===== src/rtl/distance_alarm_ctrl.sv =====
// distance_alarm_ctrl: periodically samples the ultrasonic distance result,
// classifies it into FAR/NEAR/CLOSE/DANGER zones with hysteresis and
// N-sample confirmation, and drives a parking-sensor buzzer, a one-hot zone
// LED bar and a one-cycle zone-change strobe.
module distance_alarm_ctrl #(
   parameter int CLK_FREQ_MHZ    = 100,
   parameter int SAMPLE_MS       = 10,
   parameter int NEAR_CM         = 50,
   parameter int CLOSE_CM        = 25,
   parameter int DANGER_CM       = 10,
   parameter int HYST_CM         = 2,
   parameter int CONFIRM         = 3,
   parameter int BEEP_ON_MS      = 50,
   parameter int NEAR_PERIOD_MS  = 800,
   parameter int CLOSE_PERIOD_MS = 300
) (
   input  logic        clk,
   input  logic        reset_p,
   input  logic [15:0] distance_cm,
   input  logic        enable,
   output logic        buzz,
   output logic [1:0]  zone,
   output logic [3:0]  led,
   output logic        zone_change
);

   // Counter widths; single-state counters still get one bit
   localparam int US_W  = (CLK_FREQ_MHZ > 1) ? $clog2(CLK_FREQ_MHZ) : 1;
   localparam int SMP_W = (SAMPLE_MS > 1) ? $clog2(SAMPLE_MS) : 1;
   localparam int CNT_W = $clog2(CONFIRM + 1);

   localparam logic [US_W-1:0]  US_MAX    = US_W'(CLK_FREQ_MHZ - 1);
   localparam logic [9:0]       MS_MAX    = 10'd999;
   localparam logic [SMP_W-1:0] SMP_MAX   = SMP_W'(SAMPLE_MS - 1);
   localparam logic [CNT_W-1:0] CONFIRM_C = CNT_W'(CONFIRM);

   // Entry thresholds (moving closer) and exit thresholds (moving farther)
   localparam logic [15:0] NEAR_IN    = 16'(NEAR_CM);
   localparam logic [15:0] CLOSE_IN   = 16'(CLOSE_CM);
   localparam logic [15:0] DANGER_IN  = 16'(DANGER_CM);
   localparam logic [15:0] NEAR_OUT   = 16'(NEAR_CM + HYST_CM);
   localparam logic [15:0] CLOSE_OUT  = 16'(CLOSE_CM + HYST_CM);
   localparam logic [15:0] DANGER_OUT = 16'(DANGER_CM + HYST_CM);

   localparam logic [15:0] BEEP_ON_C  = 16'(BEEP_ON_MS);
   localparam logic [15:0] NEAR_LAST  = 16'(NEAR_PERIOD_MS - 1);
   localparam logic [15:0] CLOSE_LAST = 16'(CLOSE_PERIOD_MS - 1);

   typedef enum logic [1:0] {
      ZONE_FAR    = 2'd0,
      ZONE_NEAR   = 2'd1,
      ZONE_CLOSE  = 2'd2,
      ZONE_DANGER = 2'd3
   } zone_e;

   // Map a distance onto a zone using the given threshold set
   function automatic logic [1:0] classify(input logic [15:0] d,
                                           input logic [15:0] t_near,
                                           input logic [15:0] t_close,
                                           input logic [15:0] t_danger);
      logic [1:0] z;
      if (d < t_danger) begin
         z = ZONE_DANGER;
      end else if (d < t_close) begin
         z = ZONE_CLOSE;
      end else if (d < t_near) begin
         z = ZONE_NEAR;
      end else begin
         z = ZONE_FAR;
      end
      return z;
   endfunction

   // One-hot LED pattern for a zone
   function automatic logic [3:0] zone_led(input logic [1:0] z);
      logic [3:0] l;
      case (z)
         2'd0:    l = 4'b0001;
         2'd1:    l = 4'b0010;
         2'd2:    l = 4'b0100;
         2'd3:    l = 4'b1000;
         default: l = 4'b0001;
      endcase
      return l;
   endfunction

   logic [US_W-1:0]  us_cnt_r;
   logic [9:0]       ms_cnt_r;
   logic [SMP_W-1:0] smp_cnt_r;
   logic             us_tick_s;
   logic             ms_tick_s;
   logic             sample_s;

   logic [1:0]       zone_r;
   logic [3:0]       led_r;
   logic             zone_change_r;
   logic [1:0]       pend_r;
   logic [CNT_W-1:0] cnt_r;
   logic [15:0]      phase_r;
   logic             buzz_r;

   logic [1:0]       z_in_s;
   logic [1:0]       z_out_s;
   logic [1:0]       cand_s;
   logic [CNT_W-1:0] next_cnt_s;
   logic             valid_smp_s;
   logic             commit_s;
   logic [15:0]      phase_last_s;
   logic             beeping_s;
   logic             buzz_s;

   assign us_tick_s = (us_cnt_r == US_MAX);
   assign ms_tick_s = us_tick_s && (ms_cnt_r == MS_MAX);
   assign sample_s  = ms_tick_s && (smp_cnt_r == SMP_MAX);

   // Free-running us / ms / sample divider chain, independent of enable
   always_ff @(posedge clk or posedge reset_p) begin
      if (reset_p) begin
         us_cnt_r  <= '0;
         ms_cnt_r  <= '0;
         smp_cnt_r <= '0;
      end else begin
         if (us_tick_s) begin
            us_cnt_r <= '0;
         end else begin
            us_cnt_r <= us_cnt_r + US_W'(1);
         end
         if (ms_tick_s) begin
            ms_cnt_r <= '0;
         end else if (us_tick_s) begin
            ms_cnt_r <= ms_cnt_r + 10'd1;
         end
         if (sample_s) begin
            smp_cnt_r <= '0;
         end else if (ms_tick_s) begin
            smp_cnt_r <= smp_cnt_r + SMP_W'(1);
         end
      end
   end

   // Candidate zone with hysteresis and confirmation bookkeeping
   always_comb begin
      z_in_s  = classify(distance_cm, NEAR_IN, CLOSE_IN, DANGER_IN);
      z_out_s = classify(distance_cm, NEAR_OUT, CLOSE_OUT, DANGER_OUT);
      if (z_in_s > zone_r) begin
         cand_s = z_in_s;
      end else if (z_out_s < zone_r) begin
         cand_s = z_out_s;
      end else begin
         cand_s = zone_r;
      end
      if (cand_s == pend_r) begin
         next_cnt_s = cnt_r + CNT_W'(1);
      end else begin
         next_cnt_s = CNT_W'(1);
      end
      valid_smp_s = sample_s && enable && (distance_cm != 16'd0);
      if (valid_smp_s && (cand_s != zone_r) && (next_cnt_s == CONFIRM_C)) begin
         commit_s = 1'b1;
      end else begin
         commit_s = 1'b0;
      end
   end

   // Zone register, LED bar, change strobe and confirmation state
   always_ff @(posedge clk or posedge reset_p) begin
      if (reset_p) begin
         zone_r        <= ZONE_FAR;
         led_r         <= 4'b0001;
         zone_change_r <= 1'b0;
         pend_r        <= 2'd0;
         cnt_r         <= '0;
      end else if (!enable) begin
         zone_r        <= ZONE_FAR;
         led_r         <= 4'b0001;
         zone_change_r <= 1'b0;
         pend_r        <= 2'd0;
         cnt_r         <= '0;
      end else begin
         zone_change_r <= 1'b0;
         if (valid_smp_s) begin
            if (cand_s == zone_r) begin
               cnt_r <= '0;
            end else if (commit_s) begin
               zone_r        <= cand_s;
               led_r         <= zone_led(cand_s);
               zone_change_r <= 1'b1;
               pend_r        <= cand_s;
               cnt_r         <= '0;
            end else begin
               pend_r <= cand_s;
               cnt_r  <= next_cnt_s;
            end
         end
      end
   end

   // Beep period end and buzzer level for the current zone and phase
   always_comb begin
      case (zone_r)
         ZONE_FAR: begin
            phase_last_s = 16'd0;
            beeping_s    = 1'b0;
            buzz_s       = 1'b0;
         end
         ZONE_NEAR: begin
            phase_last_s = NEAR_LAST;
            beeping_s    = 1'b1;
            buzz_s       = (phase_r < BEEP_ON_C);
         end
         ZONE_CLOSE: begin
            phase_last_s = CLOSE_LAST;
            beeping_s    = 1'b1;
            buzz_s       = (phase_r < BEEP_ON_C);
         end
         ZONE_DANGER: begin
            phase_last_s = 16'd0;
            beeping_s    = 1'b0;
            buzz_s       = 1'b1;
         end
         default: begin
            phase_last_s = 16'd0;
            beeping_s    = 1'b0;
            buzz_s       = 1'b0;
         end
      endcase
   end

   // Beep phase counter (restarted on every zone change) and buzzer register
   always_ff @(posedge clk or posedge reset_p) begin
      if (reset_p) begin
         phase_r <= 16'd0;
         buzz_r  <= 1'b0;
      end else if (!enable) begin
         phase_r <= 16'd0;
         buzz_r  <= 1'b0;
      end else begin
         if (commit_s) begin
            phase_r <= 16'd0;
         end else if (ms_tick_s) begin
            if (!beeping_s || (phase_r >= phase_last_s)) begin
               phase_r <= 16'd0;
            end else begin
               phase_r <= phase_r + 16'd1;
            end
         end
         buzz_r <= buzz_s;
      end
   end

   assign buzz        = buzz_r;
   assign zone        = zone_r;
   assign led         = led_r;
   assign zone_change = zone_change_r;

endmodule


===== config.mk =====
export PLATFORM = sky130hd
export DESIGN_NAME = distance_alarm_ctrl
export DESIGN_NICKNAME = d
export VERILOG_FILES = /design/src/rtl/distance_alarm_ctrl.sv
export SDC_FILE = /design/constraint.sdc
export NUM_CORES = 1
export LEC_CHECK = 0
export CORE_AREA = 2 2 80 82
export CTS_CLUSTER_DIAMETER = 50
export CTS_CLUSTER_SIZE = 25
export DETAILED_ROUTE_END_ITERATION = 12
export DIE_AREA = 0 0 82 84
export PLACE_DENSITY = 0.73
export SYNTH_ARGS = -nofsm -noshare
export SYNTH_HDL_FRONTEND = slang
export SYNTH_SLANG_ARGS = --single-unit

===== constraint.sdc =====
create_clock -name clk -period 3 [get_ports clk]
set_clock_uncertainty 0.2 [all_clocks]
set_input_delay 0.3 -clock clk [delete_from_list [all_inputs] [get_ports clk]]
set_output_delay 0.3 -clock clk [all_outputs]
set_load 0.05 [all_outputs]

==> After elaboration in Yosys (flattened, before gate mapping) <==
Index checks and enable logic that the tools add are counted.
{ "totals": {"latch_bits": 0, "reg_bits": 49, "inputBits": 19, "memories": 0, "ramBits": 0, "output_inout_bits": 8, "romBits": 0} }
{ "op_classes": {"div": 0, "add_sub_neg": 5, "n_bitwise": 0, "magnitude_cmp": 10, "n_shift": 0, "reduce_logical": 17, "mul": 0, "n_mux": 43, "eq_ne": 17} }
{ "ops": {"columns": ["op", "count"], "rows": [
  ["two-way mux 16 bit", 4],
  ["less-than comparator 16 x 6 -> 1 bit (second input constant)", 3],
  ["case mux 16 bit (3 select lines)", 1],
  ["two-way mux 2 bit", 18],
  ["less-than comparator 16 x 4 -> 1 bit (second input constant)", 2],
  ["less-than comparator 16 x 5 -> 1 bit (second input constant)", 2],
  ["two-way mux 4 bit", 6],
  ["two-way mux 10 bit", 2],
  ["adder 16 x 1 -> 16 bit (second input constant)", 1],
  [">= comparator 16 bit", 1],
  ["case mux 4 bit (4 select lines)", 1],
  ["nonzero test 16 bit", 1],
  ["adder 10 x 1 -> 10 bit (second input constant)", 1],
  ["== test 10 bit (second input constant)", 1],
  ["== test 2 bit (second input constant)", 5],
  ["two-way mux 1 bit", 8],
  ["adder 7 x 1 -> 7 bit (second input constant)", 1],
  ["== test 7 bit (second input constant)", 1],
  ["two-way mux 7 bit", 1],
  ["logical AND 1 bit", 6],
  ["adder 4 x 1 -> 4 bit (second input constant)", 1],
  ["== test 2 x 1 -> 1 bit (second input constant)", 2],
  ["== test 2 bit", 2],
  ["== test 4 bit (second input constant)", 1],
  ["16 further kinds", 20]
]} }

==> Longest topological paths before layout <==
Gate-level depths: netlist of run 1.
{ "logic_depth": {"depth_word": 16, "ltp_mapped": 14, "depth_no_buf": 12} }

==> Worst setup path after synthesis of run 1 <==
Ideal clock, no wire load.
{ "synth_path": {"path_type": "reg2reg", "startpoint": "register zone_r[1] (netlist: zone[1])", "endpoint": "register phase_r[4]", "synth_period_minus_slack_ns": 3.494, "stages_incl_launch_ff": 12, "path_slack_ns": -0.494, "path_buffers": 1, "arrival_ns": 3.168, "required_ns": 2.674, "cell_sequence": "dfrtp_1 inv_1 ha_1 nor2b_1 o21ai_0 o2bb2ai_2 xnor2_1 a2111o_1 a21oi_4 or2b_2 buf_6 a21oi_1"} }
{ "synth_between": {"elab_chain_len": 10, "word_cells_on_any_way": 27, "cone_classes": "order compare (3); eq/ne (7); mux (10); reduce/logical (7)"} }
{ "synth_lines": {"columns": ["element", "line", "source"], "rows": [
  ["from (decl)", "94", "logic [1:0] zone_r;"],
  ["from (signal assigned)", "185", "zone_r <= cand_s;"],
  ["parallel branches: the longest is 10 deep, another holds >= comparator 16 bit", null, null],
  ["to (signal assigned)", "244", "phase_r <= phase_r + 16'd1;"],
  ["to (decl)", "99", "logic [15:0] phase_r;"]
]} }
Parallel ways; which one is timed is not known. The select of a mux whose other input is x is not followed.
A chain may end at the register's enable or synchronous reset.

==> Worst setup path in the final report of run 1 <==
{ "layout_path": {"startpoint": "input distance_cm[2]", "endpoint": "register phase_r[10]"} }
{ "layout_between": {"elab_chain_len": 14, "word_cells_on_any_way": 28, "cone_classes": "order compare (8); eq/ne (4); mux (12); reduce/logical (4)"} }
{ "layout_lines": {"columns": ["element", "line", "source"], "rows": [
  ["from (decl)", "19", "input logic [15:0] distance_cm,"],
  ["less-than comparator 16 x 6 -> 1 bit", "66", "end else if (d < t_near) begin"],
  ["two-way mux 1 bit", "66", null],
  ["two-way mux 2 bit", "64", "end else if (d < t_close) begin"],
  ["two-way mux 2 bit", "62", "if (d < t_danger) begin"],
  ["less-than comparator 2 bit", "147", "end else if (z_out_s < zone_r) begin"],
  ["two-way mux 2 bit", "147", null],
  ["two-way mux 2 bit", "145", "if (z_in_s > zone_r) begin"],
  ["== test 2 bit", "152", "if (cand_s == pend_r) begin"],
  ["two-way mux 2 bit", "152", null],
  ["== test 2 bit", "158", "if (valid_smp_s && (cand_s != zone_r) && (next_cnt_s == CONFIRM_C)) begin"],
  ["logical AND 1 bit *", "158", null],
  ["two-way mux 1 bit *", "158", null],
  ["two-way mux 16 bit", "238", "if (commit_s) begin"],
  ["two-way mux 16 bit", "234", "end else if (!enable) begin"]
]} }
Mark *: on every way between the ends. The rest lies on a longest branch, timed or not.

==> metrics.txt, run 1 <==
result of the run complete, but fails checks; failing checks negative setup slack; CTS max path bufs 2; routed vias 2647; DRC 0; final setup vio count 1; most frequent CP cell buf_6; maximum vdd ir drop 238 uV; DR WL/cell 14.9 um; worst hold path type reg -> reg; Iteration-0 DRC Markers 113; Worst Setup Path Type in -> reg; Finished Layout Cells 474; layout cells sized above 1 29.5%; Clock Sink Count 49; Worst Path Required 3.04 ns; Post-Syn Nets 360; Die Ht 84 um; Fmax achieved 332 MHz; sequential area share after synthesis 41.4%; CP max FO 7; Site Rows 29; DIE AREA 6890 um2; filler cell count 495; Port-buffer cells 26; synth warn 0; critical path arrival 3.05 ns; startpoint types input port; metal2 WL 3.56 mm; period utilisation layout 100%; DRT antenna net count 0; hpwl dp 4.83 mm; ys async rst share 100%; largest net degree at the start of global routing 50; final setup margin -0.00995 ns; Area Growth Syn to Fin 35.0%; CTS tree built; Final Hold Fails 0; aggregate global routing overflow 0; Placer Congestion 0.863; Post-layout nets 436; Min Hold Slack 0.258 ns; vias in the first global route 2607; slowest CP cell o311ai_2; fin. max-slew vios 0; number of synthesized flops with an enable pin 0; H-tree depth 2; max cap viols 0; setup TNS -0.00995 ns; met3 WL 213 um; ant diodes 0; Mapped Cells 320; RSZ-0062 raised after global routing true; pwr/cell area 286 nW/um2; minimum clock period 3.01 ns; core area 6100 um2; worst path cell trace clkdlybuf4s15_2 > o311ai_2 > nor2b_1 > ha_1 > buf_6 > nand2_4 > o211ai_1 > o2bb2ai_4 > buf_6 > mux2_4 > nand4b_1 > a21oi_4 > or2b_4 > nor3b_2; clock root cell clkbuf_8; Worst Tran Pin Value 1.03 ns; Crit. End Element register; Post-synth top flop dfrtp_1; Total Power 1.14 mW; LEAKAGE 1.72 nW; I/O pin count 27; die width 82 um; pre-CTS setup slack -0.694 ns; Post-Route WL 7.06 mm; top layer used by detailed routing met4; mean post-synth cell area 9.25 um2; Post-Place Cells 454; max incr delay on CP 0.32 ns; first drt pass iteration count 4; Initial Utilization 48.6%; clock slew at reported path FFs 0.09 ns; Avg Vias per Cell 5.58; wl on met1 3.15 mm; Slew headroom 31.5%; CTS Buf Count 5; synthesized cell area 2960 um2; global-route wire length before repair 11.8 mm; initial antenna violation count 0; Worst-Skew Late Latency 0.31 ns; Total GRT Usage 21.7%; Seq cells post-synth 49; number of library cell types mapped by synthesis 51
-- critical path: cells and delay by family --
kind,cells,cell delay (ns)
and+or+nand+nor,5,0.94
AOI/OAI and AO/OA,4,0.78
muxes,1,0.29
buffers and inverters,3,0.46
adders and majority gates,1,0.28
-- through the flow --
| stage | instance area (um2) | util, % |
|---|---|---|
| floorplan | 3040 | - |
| global placement | 3660 | 60.0 |
| detailed placement | 3660 | 60.0 |
| CTS | 3880 | 63.6 |
| global route | 4000 | 65.6 |
| finish | 4000 | 65.6 |
-- cell usage after synthesis (all sizes together), types with 8 or more instances --
cell     n  area share (%)
and3    11             2.3
nor2    25             3.2
inv     10             1.3
a21oi   13             2.6
ha      21             8.9
dfrtp   48              41
xnor2    8             2.4
o21ai   25             4.2
nand2   36             4.6
clkbuf   9             1.1
nand3   22             3.7
-- layout make-up --
| class | instances | area (um2) | area share (%) |
|---|---|---|---|
| Multi-Input combinational cell | 252 | 1890 | 47.4 |
| Timing Repair Buffer | 78 | 646 | 16.1 |
| Tap cell | 77 | 96.3 | 2.41 |
| Inverter | 10 | 37.5 | 0.939 |
| Clock buffer | 5 | 68.8 | 1.72 |
| Clock inverter | 3 | 21.3 | 0.532 |
| Sequential cell | 49 | 1230 | 30.9 |
-- worst paths after layout --
check | endpoint | startpoint | slack (ns) | cells after the start
setup / recovery | phase_r[10] | distance_cm[2] | -0.01 | 14
hold / removal | us_cnt_r[0] | us_cnt_r[0] | 0.26 | 1
setup reg to reg | phase_r[10] | zone[1] | 0.06 | 13
hold reg to reg | us_cnt_r[0] | us_cnt_r[0] | 0.26 | 1
max in group asynchronous | zone[0] | reset_p | 1.50 | 2
min in group asynchronous | cnt_r[1] | reset_p | 0.34 | 2
-- flip-flops by register name, summed over array words and instances, names as in the netlist --
| signal | cells |
|---|---|
| phase_r | 16 |
| pend_r | 2 |
| buzz | 1 |
| zone_change | 1 |
| zone | 2 |
| us_cnt_r | 7 |
| cnt_r | 2 |
| smp_cnt_r | 4 |
| led | 4 |
| ms_cnt_r | 10 |
-- layer usage --
metal / global-route usage (%) / vias up
met5: 0 / -
met4: 7.73 / 0
met3: 4.11 / 12
met2: 35.9 / 54
met1: 28.0 / 1282
li1: - / 1299
-- cells in the final DEF, fill, tap and decap left out, types with 4 or more instances in the layout --
master,count
a21oi_2,5
clkdlybuf4s50_1,10
nor2b_1,6
a21oi_1,7
mux2i_1,4
o21ai_0,21
inv_1,7
nand3_1,19
ha_1,20
and3_1,11
nand2b_4,4
nand3b_1,7
dlygate4sd2_1,6
or3_1,6
buf_6,5
buf_4,49
xor2_1,7
dfrtp_1,46
nand2_1,34
nor2_1,22
clkbuf_8,5
xnor2_1,7
-- repair_timing --
action / CTS / global route
resized for setup: 55 / 25
setup endpoints to repair: 23 / 23
pin swaps: 18 / 18
buffers inserted: 9 / 3
endpoints found under the hold margin: 0 / 0
hold buffers: 0 / 0
cloned: 1 / 0
-- cells by family after synthesis --
group | Yosys count | synth area share [%]
and+or+nand+nor | 150 | 27.7
AOI/OAI and AO/OA | 60 | 13.1
DFF | 49 | 41.4
adders and majority gates | 21 | 8.87
buffers and inverters | 20 | 2.79
xor gates and xnor gates | 15 | 4.44
muxes | 5 | 1.73
-- where the power goes --
part / leakage (nW) / total (mW) / switching, mW / internal [mW]
Combinational: 1.01 / 0.0822 / 0.0444 / 0.0378
Sequential: 0.663 / 0.660 / 0.000000000000000512 / 0.660
Clock: 0.0445 / 0.400 / 0.234 / 0.166
No activity file was read; power rests on OpenSTA's default activity.
==> run 2, diff against run 1 <==
--- a/config.mk
+++ b/config.mk
@@ -11,6 +11,7 @@
 export DETAILED_ROUTE_END_ITERATION = 12
 export DIE_AREA = 0 0 82 84
 export PLACE_DENSITY = 0.73
+export SKIP_CTS_REPAIR_TIMING = 1
 export SYNTH_ARGS = -nofsm -noshare
 export SYNTH_HDL_FRONTEND = slang
 export SYNTH_SLANG_ARGS = --single-unit
==> run 2 against run 1 <==
The flow still finishes with violations (negative setup slack). Final area fell by 1.6%. Power shrank 0.38%. Setup slack lost 0.060 ns. Largest power group unchanged. Routed wire length is 3.1% lower. Non-clock buffer count is 4 lower. Hold slack improved by 0.00090 ns. Register-to-register slack worse by 0.06 ns. Critical endpoint unchanged. Combinational power down 2%.
==> metrics.txt, run 2 (synthesized netlist as in run 1, its figures left out) <==
result of the run complete, but fails checks; failing checks negative setup slack; sw frac 24.1% (-0.27 points); initial antenna violation count 0 (unchanged); routed vias 2632 (-0.57%); Slew headroom 32.0% (+0.50 points); CP max FO 7 (unchanged); startpoint of the worst hold path us_cnt_r[0]; Worst Path Required 3.00 ns (-0.04 ns); clock slew at reported path FFs 0.09 ns (about the same); Initial Utilization 48.6% (unchanged); die width 82 um (unchanged); Worst Setup Path Type in -> reg; Post-Route WL 6.84 mm (-3.1%); Crit. End Element register; Placer Congestion 0.863 (unchanged); Fmax achieved 326 MHz (-1.9%); CTS tree built; DRT antenna net count 0 (unchanged); startpoint types input port; final setup vio count 15 (+14); Placed Area 3660 um2 (unchanged); Comb power frac 7.1% (about the same); Avg Vias per Cell 5.60 (+0.28%); Die Ht 84 um (unchanged); RSZ-0062 raised after global routing true; I/O pin count 27 (unchanged); Site Rows 29 (unchanged); top flop regs phase_r: 16 flops, ms_cnt_r: 10 flops, us_cnt_r: 7 flops; LEAKAGE 1.77 nW (+2.8%); filler cell count 497 (+0.40%); core area 6100 um2 (unchanged); max FFs per register 16 (unchanged); clock root cell clkbuf_8; pre-CTS setup slack -0.694 ns (unchanged); pwr/cell area 289 nW/um2 (+1.2%); P_sw 0.275 mW (-1.5%); most frequent cells in the layout dfrtp_1 (46), buf_4 (46), nand2_1 (35), o21ai_0 (21), ha_1 (21); met2 Usage GRT 34.0% (-1.9 points); clock share of power 34.9% (about the same); global-route wire length before repair 11.0 mm (-7.2%); Post-Place Cells 454 (unchanged); layout cells sized above 1 26.5% (-3.0 points); minimum clock period 3.07 ns (+0.0597 ns); Area Growth Syn to Fin 32.9%; hpwl dp 4.83 mm (unchanged); post-layout util 64.6% (-1.0 points); sequential share of power 58.0% (+0.2 points); vias in the first global route 2469 (-5.3%); Finished Layout Cells 470 (-0.84%); maximum vdd ir drop 235 uV (-1.3%); FF/Latch Area 1230 um2 (unchanged); critical path arrival 3.07 ns (+0.02 ns); CTS Buf Count 5 (unchanged); DR WL/cell 14.6 um (-2.3%); worst hold path type reg -> reg; gr busiest metal met2; routing usage on met3 3.90% (-0.22 points); DRC 0 (unchanged); Min Hold Slack 0.259 ns (+0.000899 ns); DIE AREA 6890 um2 (unchanged); final setup margin -0.0696 ns (-0.0597 ns); largest net degree at the start of global routing 50 (unchanged); met1 usage 25.6% (-2.4 points); Worst Setup SP distance_cm[10]; Biggest register phase_r; Final Hold Fails 0 (unchanged); setup TNS -0.750 ns (-0.740 ns); fin. max-slew vios 0 (unchanged); Finished Cell Area 3940 um2 (-1.6%); Port-buffer cells 26 (unchanged); period utilisation layout 102% (+2.0 points); Iteration-0 DRC Markers 130 (+15%); Total Power 1.14 mW (-0.38%); Post-layout nets 432 (-0.92%); max cap viols 0 (unchanged); H-tree depth 2 (unchanged); CTS max path bufs 2 (unchanged); area of the multi-input gates 1830 um2 (-3.2%); ant diodes 0 (unchanged); aggregate global routing overflow 0 (unchanged); first drt pass iteration count 4 (unchanged); worst r2r src zone[1]; Worst-Skew Late Latency 0.31 ns (about the same); Total GRT Usage 20.2% (-1.5 points); Worst Tran Pin Value 1.02 ns (-0.00749 ns); internal power 0.863 mW (about the same); Clock Sink Count 49 (unchanged)
-- run 2: power groups by stage --
| stage | clock network (mW) | logic [mW] | registers [mW] |
|---|---|---|---|
| 2_1_floorplan | 0 | 0.0266 | 0.673 |
| 3_3_place_gp | 0 | 0.0732 | 0.673 |
| 3_5_place_dp | 0 | 0.0741 | 0.673 |
| 4_1_cts | 0.414 | 0.0742 | 0.660 |
| 5_1_grt | 0.446 | 0.0884 | 0.660 |
| 6_report | 0.397 | 0.0806 | 0.660 |
-- run 2: path summary, 6_finish.rpt --
check / endpoint / slack (ns) / depth (start not counted)
max in group asynchronous: zone[1] / 1.52 / 2
max: phase_r[10] / -0.07 / 13
min reg2reg: us_cnt_r[0] / 0.26 / 1
max reg2reg: phase_r[10] / 0 / 11
min: us_cnt_r[0] / 0.26 / 1
min in group asynchronous: cnt_r[1] / 0.34 / 2
-- run 2: routing by layer --
layer / share of wire (%) / up-vias
met5: 0 / -
met4: 1.7 / 0
met3: 3.0 / 12
met2: 50 / 51
met1: 45 / 1275
li1: - / 1294
-- run 2: critical path, stage by stage --
cell,delay [ns]
dlymetal6s2s_1,0.15
nor4_4,0.26
nand4b_1,0.19
nor2b_1,0.16
ha_1,0.26
nor2b_4,0.14
o211ai_1,0.26
o2bb2ai_4,0.13
xnor2_2,0.15
a2111o_1,0.47
a21oi_4,0.30
or2b_4,0.25
nor3b_2,0.06
-- run 2: area by class of cell --
| class | instances | share of cell area, % |
|---|---|---|
| flip-flops and latches | 49 | 31.4 |
| inverters | 10 | 0.954 |
| repair buffers | 74 | 16.4 |
| clock inverters | 3 | 0.540 |
| clock buffers | 5 | 1.75 |
| well taps | 77 | 2.45 |
| multi-input cells | 252 | 46.6 |
